$ cat src/rtl/bytebeat_voice_mixer.sv
// rtl/bytebeat_voice_mixer.sv - mixes NUM_VOICES offset-binary PCM streams into one held sample per period
// Optional 1-LSB LFSR dither on the truncated bit when MIXER_DITHER_EN is defined.
module bytebeat_voice_mixer #(
    parameter int NUM_VOICES  = 8,
    parameter int SAMPLE_W    = 8,
    parameter int SAMPLE_DIV  = 32,
    parameter int ATTEN_SHIFT = 1
) (
    input  logic                           clk,
    input  logic                           reset,
    input  logic [NUM_VOICES*SAMPLE_W-1:0] voice_data,
    input  logic [NUM_VOICES-1:0]          voice_vld,
    output logic [NUM_VOICES-1:0]          voice_rdy,
    input  logic [NUM_VOICES-1:0]          voice_en,
    output logic [SAMPLE_W-1:0]            mix_out,
    output logic                           mix_strobe,
    output logic                           mix_clip
);

    localparam int IDX_W = $clog2(NUM_VOICES);
    localparam int ACC_W = SAMPLE_W + IDX_W + 1;
    localparam int DIV_W = $clog2(SAMPLE_DIV);
    localparam logic [SAMPLE_W-1:0] MID = {1'b1, {(SAMPLE_W-1){1'b0}}};
    localparam logic signed [ACC_W:0] SAT_MAX = (ACC_W+1)'(2**(SAMPLE_W-1) - 1);
    localparam logic signed [ACC_W:0] SAT_MIN = (ACC_W+1)'(-(2**(SAMPLE_W-1)));

    generate
        if (SAMPLE_DIV < NUM_VOICES + 2) begin : g_bad_div
            $error("bytebeat_voice_mixer: SAMPLE_DIV must be >= NUM_VOICES+2");
        end
    endgenerate

    typedef enum logic [1:0] {S_IDLE, S_ACCUM, S_EMIT} state_t;

    state_t                    state_q, state_d;
    logic [DIV_W-1:0]          div_q, div_d;
    logic [SAMPLE_W-1:0]       slot_q [NUM_VOICES];
    logic [SAMPLE_W-1:0]       slot_d [NUM_VOICES];
    logic [NUM_VOICES-1:0]     rdy_q, rdy_d;
    logic [NUM_VOICES-1:0]     en_snap_q, en_snap_d;
    logic signed [ACC_W-1:0]   acc_q, acc_d;
    logic [IDX_W-1:0]          idx_q, idx_d;
    logic [SAMPLE_W-1:0]       mix_out_q, mix_out_d;
    logic                      mix_strobe_q, mix_strobe_d;
    logic                      mix_clip_q, mix_clip_d;

    logic                      tick;
    logic [SAMPLE_W-1:0]       slot_sel;
    logic signed [SAMPLE_W-1:0] centered;
    logic signed [ACC_W-1:0]   term;
    logic signed [ACC_W:0]     pre;
    logic signed [ACC_W:0]     shifted;
    logic signed [ACC_W:0]     sat;
    logic                      clamped;

`ifdef MIXER_DITHER_EN
    logic [15:0] lfsr_q, lfsr_d;
`endif

    assign tick = (div_q == DIV_W'(SAMPLE_DIV - 1));

    always_comb begin
        div_d = tick ? '0 : div_q + DIV_W'(1);
        rdy_d = '1;
        for (int i = 0; i < NUM_VOICES; i++) begin
            slot_d[i] = (voice_vld[i] && rdy_q[i]) ? voice_data[i*SAMPLE_W +: SAMPLE_W] : slot_q[i];
        end

        // Flipping the MSB turns offset-binary into two's complement around midscale.
        slot_sel = slot_q[idx_q];
        centered = {~slot_sel[SAMPLE_W-1], slot_sel[SAMPLE_W-2:0]};
        term     = en_snap_q[idx_q] ? ACC_W'(centered) : '0;

        pre = (ACC_W+1)'(acc_q);
`ifdef MIXER_DITHER_EN
        pre = pre + {{ACC_W{1'b0}}, lfsr_q[0]};
        lfsr_d = tick ? {lfsr_q[14:0], lfsr_q[15] ^ lfsr_q[13] ^ lfsr_q[12] ^ lfsr_q[10]} : lfsr_q;
`endif
        shifted = pre >>> ATTEN_SHIFT;
        sat     = shifted;
        clamped = 1'b0;
        if (shifted > SAT_MAX) begin
            sat     = SAT_MAX;
            clamped = 1'b1;
        end else if (shifted < SAT_MIN) begin
            sat     = SAT_MIN;
            clamped = 1'b1;
        end

        state_d      = state_q;
        en_snap_d    = en_snap_q;
        acc_d        = acc_q;
        idx_d        = idx_q;
        mix_out_d    = mix_out_q;
        mix_strobe_d = 1'b0;
        mix_clip_d   = mix_clip_q;

        case (state_q)
            S_IDLE: begin
                if (tick) begin
                    en_snap_d = voice_en;
                    acc_d     = '0;
                    idx_d     = '0;
                    state_d   = S_ACCUM;
                end
            end
            S_ACCUM: begin
                acc_d = acc_q + term;
                if (idx_q == IDX_W'(NUM_VOICES - 1)) begin
                    state_d = S_EMIT;
                end else begin
                    idx_d = idx_q + IDX_W'(1);
                end
            end
            S_EMIT: begin
                mix_out_d    = sat[SAMPLE_W-1:0] + MID;
                mix_strobe_d = 1'b1;
                mix_clip_d   = mix_clip_q | clamped;
                state_d      = S_IDLE;
            end
            default: state_d = S_IDLE;
        endcase
    end

    always_ff @(posedge clk or posedge reset) begin
        if (reset) begin
            state_q      <= S_IDLE;
            div_q        <= '0;
            rdy_q        <= '0;
            en_snap_q    <= '0;
            acc_q        <= '0;
            idx_q        <= '0;
            mix_out_q    <= MID;
            mix_strobe_q <= 1'b0;
            mix_clip_q   <= 1'b0;
            for (int i = 0; i < NUM_VOICES; i++) begin
                slot_q[i] <= MID;
            end
`ifdef MIXER_DITHER_EN
            lfsr_q       <= 16'hACE1;
`endif
        end else begin
            state_q      <= state_d;
            div_q        <= div_d;
            rdy_q        <= rdy_d;
            en_snap_q    <= en_snap_d;
            acc_q        <= acc_d;
            idx_q        <= idx_d;
            mix_out_q    <= mix_out_d;
            mix_strobe_q <= mix_strobe_d;
            mix_clip_q   <= mix_clip_d;
            for (int i = 0; i < NUM_VOICES; i++) begin
                slot_q[i] <= slot_d[i];
            end
`ifdef MIXER_DITHER_EN
            lfsr_q       <= lfsr_d;
`endif
        end
    end

    assign voice_rdy  = rdy_q;
    assign mix_out    = mix_out_q;
    assign mix_strobe = mix_strobe_q;
    assign mix_clip   = mix_clip_q;

endmodule
$ cat config.mk
export PLATFORM = sky130hd
export DESIGN_NAME = bytebeat_voice_mixer
export DESIGN_NICKNAME = d
export VERILOG_FILES = /design/src/rtl/bytebeat_voice_mixer.sv
export SDC_FILE = /design/constraint.sdc
export NUM_CORES = 1
export LEC_CHECK = 0
export CAP_MARGIN = 20
export CORE_ASPECT_RATIO = 2
export CORE_UTILIZATION = 45
export CTS_CLUSTER_DIAMETER = 80
export DETAILED_ROUTE_END_ITERATION = 6
export GPL_ROUTABILITY_DRIVEN = 0
export GPL_TIMING_DRIVEN = 0
export PLACE_DENSITY = 0.74
export SLEW_MARGIN = 20
export SYNTH_ARGS = -nofsm -noshare
export SYNTH_HDL_FRONTEND = slang
export SYNTH_SLANG_ARGS = --single-unit
$ cat constraint.sdc
create_clock -name clk -period 3.4 [get_ports clk]
set_clock_uncertainty 0.2 [all_clocks]
set_input_delay 0.68 -clock clk [delete_from_list [all_inputs] [get_ports clk]]
set_output_delay 0.68 -clock clk [all_outputs]
set_load 0.005 [all_outputs]
==> results.toml, run 1 <==
[power]
vdd_drop_max_mv = 0.338
p_switching_uw = 1210
seqPwrFrac = 0.430
power.share.clock = 0.250
swShare = 0.304
intPower_uw = 2760
combPwrFrac = 0.320
p_leak_uw = 0.00299
power_per_cell_area_nw_per_um2 = 560

[clocking]
clkTransAtPathRegs_ps = 60
clock_latency_ps = 350
htreeDepth = 3
clock-root-buffer = "clkbuf_16"
cts_tree = "yes"
clock_path_buffers = 2
clock-sinks = 105
cts_made_buffers = 9
holdBufCountCts = 0

[layout]
syn_to_final_growth_pct = 39.7
insertedDiodeCount = 0
drive_gt1_frac = 0.368
stdcell_area_sq_um = 7090
nets = 610
fin_cells = 657
fillers = 863

[floorplan]
die_h_microns = 152
start_util = 0.464
dieWidth_microns = 77.1
coreArea_sq_um = 10900
io_pins = 100
rows = 54
die_area_sq_um = 11700

[critical_path]
cp_slowest_cell = "mux4_2"
cp-start-kind = "flop"
crit_type = "reg -> reg"
cpPeakStageDelay_ps = 630
cp.required_ps = 3430
endpoint_kind = "flop"
r2r_setup_slack_ps = -170
arrival_ps = 3610
crit_fanout = 7
cp_cell_sequence = "buf_6 -> buf_12 -> mux2i_4 -> mux4_2 -> nor2_4 -> ha_4 -> a211oi_4 -> o211ai_1 -> a221oi_4 -> o31ai_2 -> a31o_1 -> a21o_1"

[sta]
timing.setup.tns_ps = -369
setup_viol_count_final = 4
max_freq_mhz = 280
maxSlewHeadroom = 0.592
tightest_slew_ps = 609
fin_crit_sh = 1.05
finalMaxSlewViolations = 0
setup_ws_ps = -172
hold_viol_final = 0
fin_crit_ps = 3570
rsz0062_at_grt = "yes"

[synth]
ys_warn_count = 0
synth.avg_cell_area_sq_um = 13.4
synth_edf_count = 0
ys_types = 51
ys.flop_type = "dfrtp_1"
netlist_area_sq_um = 5070
seq_area_frac_synth = 0.520
synth_nets = 477
ys_ff_latch = 105
synthArstFlopShare = 1.00
synthCells = 379

[detailed_routing]
drt_iter0_markers = 169
drt-pass1-iter-count = 4
vias = 3556
viasPerCell = 5.41
wl_per_cell_microns = 18.5
drc = 0
drt.antenna.violating_nets = 0
drt_wl_total_microns = 12200

[outcome]
status = "finished, violations left"
violations = "setup timing"

[place]
postPlaceCellArea_sq_um = 6310
dp.cells = 621
portBuffers = 99
dp_hpwl_microns = 9140

[global_routing]
grt_overflow = 0
grt_pass1_wl_microns = 19100
grt_usage = 0.212
grt_pass1_vias = 3838
antenna_found_initial = 0
grt_max_degree = 36

[job]
drv_cap = 0

[hold_path]
min_path_type = "reg -> reg"
-- cells in the final DEF, fill, tap and decap left out, drive strengths merged, types with 2 or more instances in the layout --
cell | synthesis | final
nand3 | 2 | 2
buf | 11 | 34
o21a | 2 | 2
nand2 | 35 | 35
o211ai | 2 | 2
a22o | 4 | 4
nor3 | 2 | 2
xor2 | 6 | 6
nor2 | 13 | 13
o21ai | 20 | 20
nor3b | 2 | 2
clkinv | 0 | 2
clkdlybuf4s50 | 0 | 99
o21bai | 3 | 3
clkbuf | 6 | 17
mux4 | 15 | 15
dfrtp | 96 | 96
ha | 15 | 15
nand2b | 2 | 2
dfstp | 9 | 9
a21o | 6 | 6
a211oi | 4 | 4
a21oi | 8 | 8
clkinvlp | 0 | 2
mux2 | 76 | 76
mux2i | 12 | 12
xnor2 | 3 | 3
inv | 6 | 7
and2 | 2 | 2
a41oi | 2 | 2
-- cell type report --
type                       instances  area [sq um]  share of cell area
buffer                            17           155              0.0219
clock buffer                      11           243              0.0343
clock inverter                     5          38.8             0.00547
inverter                           6          26.3             0.00371
multi-input combinational        251          2570               0.363
sequential                       105          2640               0.372
tap                              140           175              0.0247
timing repair buffer             122          1230               0.174
-- cells by family after synthesis --
family,share of synthesized area
and+or+nand+nor,0.0604
buffers and inverters,0.0306
adders and majority gates,0.0409
AOI/OAI and AO/OA,0.0720
DFF,0.520
muxes,0.260
xor gates and xnor gates,0.0155
other,0.000739
-- critical path: cells and delay by family (launching register included) --
family          cells  cell delay (ps)
buf+inv             2              270
flops               1              400
mux                 2              810
fa+ha+maj           1              230
simple gates        1              200
compound gates      6             1350
-- path summary, 6_finish.rpt --
check                            from    endpoint  cells past startpoint
min in group asynchronous       reset  mix_strobe                      2
max in group asynchronous       reset  slot_q[31]                      4
max                          idx_q[2]   acc_q[11]                     12
min reg2reg                mix_out[1]  mix_out[1]                      2
max reg2reg                  idx_q[2]   acc_q[11]                     12
min                        mix_out[1]  mix_out[1]                      2
-- power by group through the flow --
stage / Clock [uW] / Sequential (uW) / Combinational (uW)
3_5_place_dp: 0 / 1700 / 1000
5_1_grt: 1060 / 1740 / 1370
6_report: 991 / 1710 / 1270
4_1_cts: 1000 / 1690 / 1150
3_3_place_gp: 0 / 1680 / 953
2_1_floorplan: 0 / 1650 / 637
-- per-layer routing --
layer | up-vias | track usage | routed length [microns]
met1 | 1793 | 0.224 | 4280
met3 | 25 | 0.0395 | 404
li1 | 1642 | - | -
met4 | 0 | 0.0836 | 301
met2 | 96 | 0.404 | 7180
met5 | - | 0 | 0
-- synth_stat cells (all sizes together), types with 4 or more instances --
| cell | count | area (sq um) |
|---|---|---|
| a21o | 6 | 46.3 |
| mux4 | 15 | 342 |
| clkbuf | 6 | 32.5 |
| dfrtp | 96 | 2400 |
| mux2 | 76 | 856 |
| mux2i | 12 | 120 |
| o21ai | 20 | 100 |
| a22o | 4 | 36.3 |
| nand2 | 35 | 131 |
| xor2 | 6 | 52.6 |
| a21oi | 8 | 40.0 |
| buf | 11 | 100 |
| nor2 | 13 | 48.8 |
| dfstp | 9 | 236 |
| inv | 6 | 22.5 |
| ha | 15 | 188 |
| a211oi | 4 | 30.0 |
-- sequential cells by signal (all words and copies together) (netlist names) --
register    cells
slot_q         64
mix_strobe      1
mix_clip        1
state_q         2
voice_rdy       1
div_q           5
idx_q           3
acc_q          12
en_snap_q       8
mix_out         8
-- what timing repair did --
action	in CTS	in global routing
setup buffers	9	10
gates resized for setup	36	22
gates cloned	0	1
setup endpoints to repair	7	5
pin swaps	9	12
-- through the flow --
| step | hold slack, ps | power (uW) | utilization | worst slack (ps) |
|---|---|---|---|---|
| final | 265 | 3970 | 0.647 | -172 |
| after global routing | 301 | 4170 | 0.647 | -235 |
| after CTS | 272 | 3840 | 0.626 | -122 |
| after detailed placement | 255 | 2700 | 0.576 | -715 |
| after global placement | 244 | 2630 | 0.571 | -578 |
| after floorplan | 233 | 2290 | - | 21.7 |
Power figures use the tool's default switching activity.
==> run 2: changes to the inputs <==
--- a/config.mk
+++ b/config.mk
@@ -6,13 +6,13 @@
 export NUM_CORES = 1
 export LEC_CHECK = 0
 export CAP_MARGIN = 20
-export CORE_ASPECT_RATIO = 2
+export CORE_ASPECT_RATIO = 0.9
 export CORE_UTILIZATION = 45
 export CTS_CLUSTER_DIAMETER = 80
 export DETAILED_ROUTE_END_ITERATION = 6
 export GPL_ROUTABILITY_DRIVEN = 0
 export GPL_TIMING_DRIVEN = 0
-export PLACE_DENSITY = 0.74
+export PLACE_DENSITY_LB_ADDON = 0.12
 export SLEW_MARGIN = 20
 export SYNTH_ARGS = -nofsm -noshare
 export SYNTH_HDL_FRONTEND = slang
==> run 2 against run 1 <==
The run still ends with setup timing left. Via count decreased by 4.9%. Sequential cell count unchanged. Global-route usage increased by 0.10 points. Critical path depth did not move. Design area is 2.3% lower. Clock power is 12% higher. Combinational power shrank 9%. Wire length fell by 7.7%. First-iteration DRC count is 44% lower. Core utilization is 1.2 points lower. Critical endpoint unchanged. Sequential share of layout area increased by 0.88 points. Register-to-register slack better by 170 ps.
==> results.toml, run 2 (same netlist as run 1, synthesis figures left out) <==
[critical_path]
reg2reg_depth = 12
r2r_end = "acc_q[11]"
critical_path.endpoint = "acc_q[11]"
critPathLaunch = "idx_q[2]"
cpPeakStageDelay_ps = 610
crit_fanout = 7
cp.required_ps = 3440
crit_type = "reg -> reg"
endpoint_kind = "flop"
cp-start-kind = "flop"
arrival_ps = 3450
cp_slowest_cell = "mux4_2"
r2r_start = "idx_q[2]"
r2r_setup_slack_ps = -4
cp_cell_sequence = "buf_6 -> buf_12 -> mux2i_1 -> mux4_2 -> nor2_4 -> ha_4 -> a211oi_4 -> o211ai_1 -> a221oi_2 -> o31ai_1 -> a31o_1 -> a21o_1"

[power]
power_per_cell_area_nw_per_um2 = 571
p_leak_uw = 0.00295
vdd_drop_max_mv = 0.371
finalPower_uw = 3950

[detailed_routing]
drt.antenna.violating_nets = 0
viasPerCell = 5.15
drt_wl_total_microns = 11200
wl_per_cell_microns = 17.1
drc = 0
drt-pass1-iter-count = 4
drt_iter0_markers = 94
vias = 3382

[layout]
final_common_cell = "clkdlybuf4s50_1"
drive_gt1_frac = 0.343
largestRegisters = "slot_q x64, acc_q x12"
fillers = 885
syn_to_final_growth_pct = 36.4
utilization = 0.635
layout_common_cells = "clkdlybuf4s50_1, dfrtp_1, mux2_2"
nets = 599
largest_register_ffs = 64
insertedDiodeCount = 0
largest_register = "slot_q"

[sta]
hold_viol_final = 0
maxSlewHeadroom = 0.567
max_freq_mhz = 294
rsz0062_at_grt = "yes"
timing.setup.tns_ps = -4.47
fin_crit_sh = 1.00
finalMaxSlewViolations = 0
fin_crit_ps = 3400
tightest_slew_ps = 647
setup_ws_ps = -4.47
setup_viol_count_final = 1

[clocking]
holdBufCountCts = 0
cts_made_buffers = 9
clkTransAtPathRegs_ps = 70
clock_path_buffers = 2
clock-root-buffer = "clkbuf_16"
htreeDepth = 3
clock-sinks = 105
clock_latency_ps = 350
cts_tree = "yes"

[global_routing]
grt_pass1_vias = 3605
grt_max_degree = 34
antenna_found_initial = 0
grt_pass1_wl_microns = 18500
grt_usage = 0.213
grt_overflow = 0

[floorplan]
start_util = 0.465
die_area_sq_um = 11700
dieWidth_microns = 114
coreArea_sq_um = 10900
io_pins = 100
rows = 36
die_h_microns = 103

[hold_path]
hp-start = "mix_out[4]"
min_path_type = "reg -> reg"

[job]
drv_cap = 0

[place]
dpl_worst_slack_ps = -597
portBuffers = 99
dp_hpwl_microns = 8370

[outcome]
violations = "setup timing"
status = "finished, violations left"
## run 2: cell count changes in the layout (fill, tap and decap cells not counted), sizes merged
cell | before | now
buf | 34 | 24
clkbuf | 17 | 14
bufinv | 0 | 2
clkinvlp | 2 | 1
## run 2: worst max-delay path: cells and delay by family, from the launching register on
family / cells / cell delay, ps
adder cells (fa/ha/maj): 1 / 220
flip-flops: 1 / 400
AND/OR/NAND/NOR: 1 / 160
AO/OA/AOI/OAI: 6 / 1290
buffers and inverters: 2 / 270
multiplexers: 2 / 740
## run 2: final cells by class
cell class	instances	area [sq um]	area share
timing repair buffer	111	1130	0.163
sequential	105	2640	0.381
clock buffer	9	225	0.0325
multi-input combinational	251	2460	0.356
tap	152	190	0.0275
buffer	17	155	0.0224
clock inverter	6	91.3	0.0132
inverter	6	26.3	0.00380
## run 2: worst min path at each step
stage | endpoint | slack (ps) | cells after the start
2_1_floorplan | div_q[0] | 230 | 1
3_3_place_gp | div_q[0] | 250 | 1
3_5_place_dp | mix_out[4] | 250 | 2
4_1_cts | mix_out[4] | 270 | 2
5_1_grt | mix_out[3] | 290 | 2
6_report | mix_out[4] | 260 | 2
## run 2: metal layers
| layer | vias up | wire length (microns) | GRT usage |
|---|---|---|---|
| met2 | 72 | 5660 | 0.359 |
| met5 | - | 0 | 0 |
| met4 | 0 | 192 | 0.0819 |
| met1 | 1679 | 4910 | 0.269 |
| li1 | 1619 | - | - |
| met3 | 12 | 467 | 0.0517 |
## run 2: timing repair
action,4_1_cts,5_1_grt
gates resized for setup,36,5
pin swaps,12,4
setup endpoints to repair,6,4
cloned,0,0
setup buffers,7,2
## run 2: per-stage QoR
stage                     cells  hold slack, ps  cell area, sq um
final                       657             262              6920
after global routing        657             288              6920
after CTS                   655             270              6880
after detailed placement    633             255              6320
after global placement      630             247              6260
after floorplan             379             233              5080
## run 2: power breakdown
part / total [uW] / internal [uW] / leakage (uW) / switching [uW]
logic: 1150 / 673 / 0.00157 / 476
registers: 1690 / 1510 / 0.00122 / 185
clock network: 1110 / 646 / 0.000156 / 464
total: 3950 / 2830 / 0.00295 / 1120
